[config.mk]
export PLATFORM = sky130hd
export DESIGN_NAME = weight_comp_cell
export DESIGN_NICKNAME = d
export VERILOG_FILES = /design/src/rtl/weight_comp_cell_pkg.sv /design/src/rtl/offset_mac.sv /design/src/rtl/weight_comp_cell.sv
export SDC_FILE = /design/constraint.sdc
export NUM_CORES = 1
export LEC_CHECK = 0
export CAP_MARGIN = 15
export CORE_ASPECT_RATIO = 0.7
export CORE_MARGIN = 8
export CORE_UTILIZATION = 60
export DETAILED_ROUTE_END_ITERATION = 6
export PLACE_DENSITY = 0.87
export SYNTH_ARGS = -nofsm -noshare
export SYNTH_HDL_FRONTEND = slang
export SYNTH_SLANG_ARGS = --single-unit
export TNS_END_PERCENT = 1
[constraint.sdc]
create_clock -name clk -period 6.8 [get_ports clk]
set_input_delay 0.68 -clock clk [delete_from_list [all_inputs] [get_ports clk]]
set_output_delay 0.68 -clock clk [all_outputs]
set_load 0.01 [all_outputs]
[src/rtl/weight_comp_cell_pkg.sv]
// Shared definitions for the weight compute cell: result-bus layout and default weight width.
package weight_comp_cell_pkg;

   localparam int unsigned DEFAULT_WEIGHT_WIDTH = 8;

   // Result bus is {valid, data}: one flag bit sits directly above the data field.
   localparam int unsigned RESULT_BUS_EXTRA = 1;

   function automatic int unsigned result_valid_bit(input int unsigned result_width);
      return result_width;
   endfunction

endpackage

[src/rtl/offset_mac.sv]
// Offset-corrected signed multiply-accumulate over the cell's weight vector.
module offset_mac
   import weight_comp_cell_pkg::*;
#(
   parameter int unsigned DATA_WIDTH    = 16,
   parameter int unsigned RESULT_WIDTH  = 32,
   parameter int unsigned INDEX_WIDTH   = 18,
   parameter int unsigned WEIGHT_AMOUNT = 2,
   parameter int unsigned WEIGHT_WIDTH  = DEFAULT_WEIGHT_WIDTH,
   parameter int          WEIGHT_OFFSET = 3,
   parameter int          INPUT_OFFSET  = 2,
   parameter logic [WEIGHT_AMOUNT*WEIGHT_WIDTH-1:0] WEIGHTS = 16'h0401
) (
   input  logic                    clk,
   input  logic                    rst_n,
   input  logic                    enable,
   input  logic [INDEX_WIDTH-1:0]  index,
   input  logic [DATA_WIDTH-1:0]   value,
   output logic [RESULT_WIDTH-1:0] sum_c,
   output logic                    done_c
);

   localparam int unsigned AW = DATA_WIDTH + 1;
   localparam int unsigned BW = WEIGHT_WIDTH + 1;

   logic [WEIGHT_WIDTH-1:0]        weight_sel;
   logic                           in_range;
   logic signed [AW-1:0]           val_off;
   logic signed [BW-1:0]           wt_off;
   logic signed [RESULT_WIDTH-1:0] val_ext;
   logic signed [RESULT_WIDTH-1:0] wt_ext;
   logic signed [RESULT_WIDTH-1:0] product;
   logic [RESULT_WIDTH-1:0]        base;
   logic [RESULT_WIDTH-1:0]        acc;

   // Weight lookup; out-of-range indices select zero and are masked by in_range.
   always_comb begin
      weight_sel = '0;
      for (int unsigned i = 0; i < WEIGHT_AMOUNT; i++) begin
         if (index == INDEX_WIDTH'(i)) begin
            weight_sel = WEIGHTS[i*WEIGHT_WIDTH +: WEIGHT_WIDTH];
         end
      end
   end

   assign in_range = enable && (index < INDEX_WIDTH'(WEIGHT_AMOUNT));

   // Operands are sign-extended to the result width so the product wraps modulo 2^RESULT_WIDTH.
   assign val_off = $signed({1'b0, value})      - $signed(AW'(INPUT_OFFSET));
   assign wt_off  = $signed({1'b0, weight_sel}) - $signed(BW'(WEIGHT_OFFSET));
   assign val_ext = RESULT_WIDTH'(val_off);
   assign wt_ext  = RESULT_WIDTH'(wt_off);
   assign product = val_ext * wt_ext;

   assign base   = (index == '0) ? '0 : acc;
   assign sum_c  = base + $unsigned(product);
   assign done_c = in_range && (index == INDEX_WIDTH'(WEIGHT_AMOUNT - 1));

   always_ff @(posedge clk or negedge rst_n) begin
      if (!rst_n) begin
         acc <= '0;
      end else if (in_range) begin
         acc <= sum_c;
      end
   end

endmodule

[src/rtl/weight_comp_cell.sv]
// Systolic weight cell: forwards the activation stream and inserts its completed dot product into the result chain.
module weight_comp_cell
   import weight_comp_cell_pkg::*;
#(
   parameter int unsigned DATA_WIDTH    = 16,
   parameter int unsigned RESULT_WIDTH  = 32,
   parameter int unsigned INDEX_WIDTH   = 18,
   parameter int unsigned WEIGHT_AMOUNT = 2,
   parameter int unsigned WEIGHT_WIDTH  = DEFAULT_WEIGHT_WIDTH,
   parameter int          WEIGHT_OFFSET = 3,
   parameter int          INPUT_OFFSET  = 2,
   parameter logic [WEIGHT_AMOUNT*WEIGHT_WIDTH-1:0] WEIGHTS = 16'h0401
) (
   input  logic                    clk,
   input  logic                    rst_n,
   input  logic [INDEX_WIDTH-1:0]  input_index,
   input  logic [DATA_WIDTH-1:0]   input_value,
   input  logic [RESULT_WIDTH:0]   input_result,
   input  logic                    input_enable,
   output logic [INDEX_WIDTH-1:0]  output_index,
   output logic [DATA_WIDTH-1:0]   output_value,
   output logic [RESULT_WIDTH:0]   output_result,
   output logic                    output_enable
);

   localparam int unsigned VALID_BIT = result_valid_bit(RESULT_WIDTH);
   localparam int unsigned BUS_W     = RESULT_WIDTH + RESULT_BUS_EXTRA;

   logic [RESULT_WIDTH-1:0] sum_c;
   logic                    done_c;
   logic [RESULT_WIDTH-1:0] pend_data;
   logic                    pend_full;
   logic [RESULT_WIDTH-1:0] pend_data_next;
   logic                    pend_full_next;
   logic [BUS_W-1:0]        result_next;

   offset_mac #(
      .DATA_WIDTH    (DATA_WIDTH),
      .RESULT_WIDTH  (RESULT_WIDTH),
      .INDEX_WIDTH   (INDEX_WIDTH),
      .WEIGHT_AMOUNT (WEIGHT_AMOUNT),
      .WEIGHT_WIDTH  (WEIGHT_WIDTH),
      .WEIGHT_OFFSET (WEIGHT_OFFSET),
      .INPUT_OFFSET  (INPUT_OFFSET),
      .WEIGHTS       (WEIGHTS)
   ) u_mac (
      .clk    (clk),
      .rst_n  (rst_n),
      .enable (input_enable),
      .index  (input_index),
      .value  (input_value),
      .sum_c  (sum_c),
      .done_c (done_c)
   );

   // Slot arbitration: upstream results first, then the pending entry, then a fresh result.
   always_comb begin
      result_next    = input_result;
      pend_data_next = pend_data;
      pend_full_next = pend_full;
      if (input_result[VALID_BIT]) begin
         if (done_c && !pend_full) begin
            pend_data_next = sum_c;
            pend_full_next = 1'b1;
         end
      end else if (pend_full) begin
         result_next    = {1'b1, pend_data};
         pend_full_next = 1'b0;
         if (done_c) begin
            pend_data_next = sum_c;
            pend_full_next = 1'b1;
         end
      end else if (done_c) begin
         result_next = {1'b1, sum_c};
      end
   end

   always_ff @(posedge clk or negedge rst_n) begin
      if (!rst_n) begin
         output_index  <= '0;
         output_value  <= '0;
         output_enable <= 1'b0;
         output_result <= '0;
         pend_data     <= '0;
         pend_full     <= 1'b0;
      end else begin
         output_index  <= input_index;
         output_value  <= input_value;
         output_enable <= input_enable;
         output_result <= result_next;
         pend_data     <= pend_data_next;
         pend_full     <= pend_full_next;
      end
   end

endmodule

Yosys cells after proc, flatten, opt, wreduce, memory -nomap -nowiden:

Cells that the tools add are included.

* register bits after elaboration: 133
* output and inout bits: 68
* logic and storage cells: 36

* $add $sub $neg: 3
* multipliers: 1
* order comparisons: 1
* equality and inequality tests: 2
* mux-type cells: 14
* reduce and logical (&&, ||, !) cells: 8

Operators with widths (count)
* two-way mux 32 bit: 5
* two-way mux 33 bit: 3
* adder 32 bit: 1
* multiplier 17 x 9 -> 26 bit: 1
* equality test 18 x 1 -> 1 bit, second input constant: 1
* logical NOT 18 bit: 1
* < comparator 18 x 2 -> 1 bit, second input constant: 1
* subtractor 16 x 2 -> 17 bit, second input constant: 1
* subtractor 8 x 2 -> 9 bit, second input constant: 1
* two-way mux 8 bit: 1
* two-way mux 1 bit: 5
* nonzero test 2 bit: 2
* logical AND 1 bit: 3
* AND reduction 3 bit: 1
* inequality test 2 x 1 -> 1 bit, second input constant: 1
* logical NOT 1 bit: 1

Logic depth before layout (Yosys ltp):

* depth in word-level cells: 9
* mapped depth: 37

Modules after synthesis:

A second synthesis with hierarchy kept.

* cell total of the unflattened synthesis: 1082
* area, all modules: 11566.1 um^2

Modules (own cells, without submodules)
* offset_mac: instances 1, cells an instance 828, area an instance 7739.9 um^2, sequential area each 800.8 um^2
* weight_comp_cell: instances 1, cells an instance 254, area an instance 3826.2 um^2, sequential area each 2527.4 um^2

Least setup slack after synthesis:

No wires, ideal clock.

* path kind: input -> register
* start point: input port input_index[1]
* end point: register output_result[28]
* library setup time: 0.126 ns
* arrival: 7.920 ns
* required time: 6.674 ns
* path slack: -1.246 ns
* cell stages on the path: 36
* path buffers: 2
* cell sequence: nor4_1 > nand3_1 > nor2_1 > and2_1 > buf_6 > inv_1 > clkbuf_1 > nand2_1 > fa_1 > fa_1 > inv_1 > fa_1 > fa_1 > a21o_1 > a21oi_1 > o21bai_1 > a21oi_1 > nor2b_1 > o21a_1 > o31a_1 > o41ai_1 > o21bai_1 > a21oi_1 > xnor2_1 > ha_1 > a21o_1 > a21oi_1 > o21ai_0 > a21oi_1 > o31ai_1 > a31oi_1 > nor4_1 > or3_1 > a31oi_1 > xnor2_1 > a221o_1

* cells in the longest elaborated chain, start to end: 9

Ends and longest elaborated chain
* start, declared: RTL line weight_comp_cell.sv:16 `input logic [INDEX_WIDTH-1:0] input_index,`
* logical NOT 18 bit: RTL line offset_mac.sv:40, offset_mac.sv:55
* two-way mux 1 bit: RTL line offset_mac.sv:40 `if (index == INDEX_WIDTH'(i)) begin`
* two-way mux 8 bit: RTL line offset_mac.sv:40
* subtractor 8 x 2 -> 9 bit: RTL line offset_mac.sv:50 `assign wt_off = $signed({1'b0, weight_sel}) - $signed(BW'(WEIGHT_OFFSET));`
* multiplier 17 x 9 -> 26 bit: RTL line offset_mac.sv:53 `assign product = val_ext * wt_ext;`
* adder 32 bit: RTL line offset_mac.sv:56 `assign sum_c = base + $unsigned(product);`
* two-way mux 33 bit *: RTL line weight_comp_cell.sv:73 `end else if (done_c) begin`
* two-way mux 33 bit *: RTL line weight_comp_cell.sv:66 `end else if (pend_full) begin`
* two-way mux 33 bit *: RTL line weight_comp_cell.sv:61 `if (input_result[VALID_BIT]) begin`
* via result_next[28]: RTL line weight_comp_cell.sv:35 `logic [BUS_W-1:0] result_next;`
* end signal, assigned: RTL line weight_comp_cell.sv:90 `output_result <= result_next;`
* end, declared: RTL line weight_comp_cell.sv:22 `output logic [RESULT_WIDTH:0] output_result,`

Mark *: on every way through the listed nets, which the timed path passes. The rest lies on a longest branch.
A chain may end at the register's enable or synchronous reset.

Worst setup path in the final report:

* start point: input port input_value[3]
* end point: register output_result[28]

* cells in the longest elaborated chain, start to end: 6

Ends and longest elaborated chain
* start, declared: RTL line weight_comp_cell.sv:17 `input logic [DATA_WIDTH-1:0] input_value,`
* subtractor 16 x 2 -> 17 bit: RTL line offset_mac.sv:49 `assign val_off = $signed({1'b0, value}) - $signed(AW'(INPUT_OFFSET));`
* multiplier 17 x 9 -> 26 bit: RTL line offset_mac.sv:53
* adder 32 bit: RTL line offset_mac.sv:56
* two-way mux 33 bit: RTL line weight_comp_cell.sv:73
* two-way mux 33 bit: RTL line weight_comp_cell.sv:66
* two-way mux 33 bit: RTL line weight_comp_cell.sv:61
* via result_next[28]: RTL line weight_comp_cell.sv:35

The timed path passes the listed nets, and every way through them passes these cells.

==> metrics.md <==
| Metric | Value |
|---|---|
| Fmax | 125 MHz |
| TritonCTS clock tree | built |
| Post-DP Area | ~12000 µm² |
| Levels on crit path | 31 |
| Mapped Cells | 926 |
| Vias in the first global route | about 9000 |
| Routed via count | around 9500 |
| Hold_ws | 0.231 ns |
| Synth area leader | dfrtp_1 |
| Critical Path End Type | register |
| Ports | 138 |
| CP Launch Type | input pin |
| R2R setup slack | 2.72 ns |
| Initial Util | 60.5% |
| Tot GR Track Use | 31.4% |
| First-pass DRT Iterations | 5 |
| Syn_area_per_cell | between 9 and 10 µm² |
| Hold Vio Cnt, Final | 0 |
| Die Span Y | about 120 µm |
| Synth area leaders | dfrtp_1 36%, ha_1 9.1%, fa_1 8.0% |
| Setup violations, final | 48 |
| Post-Syn Nets | 1100 |
| P per Cell Area | 255 nW/µm² |
| #FFs+latches synth | between 100 and 150 |
| RSZ-0062 raised after global routing | yes |
| Final wirelength | 34500 µm |
| Die area | 19700 µm² |
| Yosys top cell area share | 36.0% |
| Final Non-Filler Cells | 1450 |
| Setup ws final | -1.19 ns |
| Crit Path Class | in -> reg |
| Crit Path Max Fanout | 5 |
| Routability cong. | 0.978 |
| Arrival @ worst endpoint | just over 8 ns |
| Clock transition at path regs | 0.07 ns |
| # rows | 38 |
| Vias/cell | 6.52 |
| Reg2Reg Depth | 15 |
| CTS Buffer Depth | 2 |
| Most used DFF post-synth | dfrtp_1 |
| Global-route wire length before repair | 49300 µm |
| Remaining DRCs | 0 |
| Min cycle time layout | 7.99 ns |
| Die X-Extent | 164 µm |
| Area grow syn2layout | 42.9% |
| Status | finished with violations |
| CP delay by family, top | compound AO/OA/AOI/OAI gates |
| Pleak | about 0.0063 µW |
| Max-Cap Viols | 0 |
| Final setup TNS | -33.37 ns |
| Asr flop ratio synth | 100% |
| CP max-delay cell | clkdlybuf4s50_1 |
| Post-synth cell types | 70 |
| Nets | 1410 |
| Root buffer cell | clkbuf_16 |
| Worst-margin pin slew | 1.04 ns |
| Yosys warning count | 0 |
| Final ANT Viol Nets | 0 |
| Congestion Overflow GR | 0 |
| Buf/Inv on CP | 1 |
| Period utilization | 118% |
| Initial antenna violation count | 0 |
| Number of synthesized flops with an enable pin | 0 |
| Slew Limit Fails | 0 |
| Dpl hpwl | 21000 µm |
| CP most frequent cell | a21oi_2 |
| Worst skew pair latency | 0.43 ns |
| Failing checks | setup timing |
| Netlist Area Pre-Place | 9260 µm² |
| Max_slew headroom | a little under a third |
| TritonCTS Buffers | 17 |
| VDD IR-drop max | 0.197 mV |
| Worst clock skew | just over 0.01 ns |
| IO Port Bufs | 137 |
| CP Data Required Time | 7.11 ns |
| CTS sink cnt | 133 |
| Layout cells sized above 1 | roughly 30% |
| Placed Instances | 1405 |
| Detailed Route Iter0 Violations | about 1500 |
| H-Tree Depth | 4 |
| Largest net degree at the start of global routing | 75 |
| Tightest Hold Check Type | in -> async |
| Design Area, Final | 13200 µm² |
| Placeable core area | 15300 µm² |
| Sequential share of the synthesized area | 36.0% |
| Worst path max stage delay | roughly 0.55 ns |
| WL/cell | 23.8 µm |
## cells by family after synthesis
logic type / after synthesis / share of synthesized area [%]
AND/OR/NAND/NOR: 261 / 14.1
AO/OA/AOI/OAI: 245 / 16.6
flip-flops: 133 / 36.0
adder cells (fa/ha/maj): 104 / 17.1
buffers and inverters: 67 / 3.22
XOR/XNOR: 65 / 7.04
multiplexers: 50 / 6.01
other: 1 / 0.0405
## cell type report
type / instances / area, µm²
multi-input cells: 726 / 6130
flip-flops and latches: 133 / 3330
repair buffers: 329 / 2840
fillers: 688 / 2080
clock buffers: 18 / 439
well taps: 200 / 250
clock inverters: 14 / 131
inverters: 29 / 111
diodes: 1 / 2.50
## report_power, final
part | leakage, µW | switching [µW] | internal [µW]
registers | 0.00171 | 7.61 | 813
clock network | 0.000283 | 433 | 496
logic | 0.00430 | 869 | 762
## per-stage QoR
step / setup WS [ns] / total power [µW] / util [%]
after global placement: -1.32 / 2200 / 79.3
after global routing: -1.33 / 3500 / 86.4
after floorplan: -0.823 / 1620 / -
after detailed placement: -1.60 / 2250 / 79.3
final: -1.19 / 3380 / 86.4
after CTS: -0.654 / 3240 / 84.7
## state kept, by name (all words and copies together), names as in the netlist
register / flops
pend_full: 1
pend_data: 32
u_mac.acc: 32
output_result: 33
output_enable: 1
output_index: 18
output_value: 16
## worst reg2reg max path: cells and delay by family (launching register included)
kind,cells,cell delay [ns]
buffers and inverters,1,0.17
AND/OR/NAND/NOR,3,0.59
flip-flops,1,0.38
adder cells (fa/ha/maj),2,0.70
AO/OA/AOI/OAI,8,1.97
XOR/XNOR,1,0.15
## layer usage
metal	share of wire, %	track usage [%]
met1	37	40.8
met2	47	50.4
met3	11	7.25
met4	5.0	12.2
met5	0	0
## layout by cell type, fill, tap and decap left out, types with 5 or more instances in the layout
master	netlist	layout
mux2_2	44	44
nor2b_1	5	5
and2_1	41	40
nand3_1	17	16
a21oi_1	78	66
clkdlybuf4s50_1	0	118
buf_4	0	183
clkbuf_16	0	17
o22ai_1	45	45
nor2_1	92	86
inv_1	27	25
a21o_1	23	23
nor3_1	8	7
dfrtp_1	133	133
buf_2	1	6
ha_1	67	63
xnor2_2	0	7
a31oi_1	10	5
nand2_1	52	48
o21a_1	6	6
xor2_1	17	14
inv_6	0	6
buf_6	5	10
xnor2_1	43	35
o2111ai_1	5	5
a21oi_2	0	10
o21bai_1	7	7
o21ai_1	1	7
o21ai_0	38	25
fa_1	37	34
nor4_2	1	5
o21ai_2	1	8
nand2b_1	6	5
## cell usage after synthesis, drive strengths merged (3+ instances only)
| cell type | number |
|---|---|
| dfrtp | 133 |
| a211oi | 5 |
| and2 | 42 |
| o21a | 6 |
| xor2 | 17 |
| o31a | 3 |
| or4 | 5 |
| o21bai | 7 |
| inv | 29 |
| nor3 | 10 |
| nor2 | 93 |
| fa | 37 |
| mux2i | 5 |
| o31ai | 3 |
| nand2 | 52 |
| nand4 | 4 |
| a31oi | 10 |
| nor4 | 11 |
| and3 | 3 |
| xnor3 | 3 |
| mux2 | 45 |
| nand3 | 18 |
| nand2b | 6 |
| ha | 67 |
| a21oi | 78 |
| buf | 9 |
| a21o | 23 |
| xnor2 | 45 |
| nor2b | 5 |
| or3 | 6 |
| o2111ai | 5 |
| clkbuf | 29 |
| o21ai | 40 |
| o22ai | 45 |
## what timing repair did
item	4_1_cts	5_1_grt
hold buffers	0	0
buffers inserted	8	2
endpoints found under the setup margin	54	49
pin swaps	45	53
gates resized for setup	103	58
## worst paths after layout
check	to	start
max in group asynchronous	u_mac.acc[10]	rst_n
worst min register to register	u_mac.acc[19]	u_mac.acc[19]
min in group clk	output_index[4]	input_index[4]
worst max register to register	output_result[28]	u_mac.acc[0]
worst max-delay path	output_result[28]	input_value[3]
worst min-delay path	output_result[0]	rst_n
(Power assumes the default switching activity.)
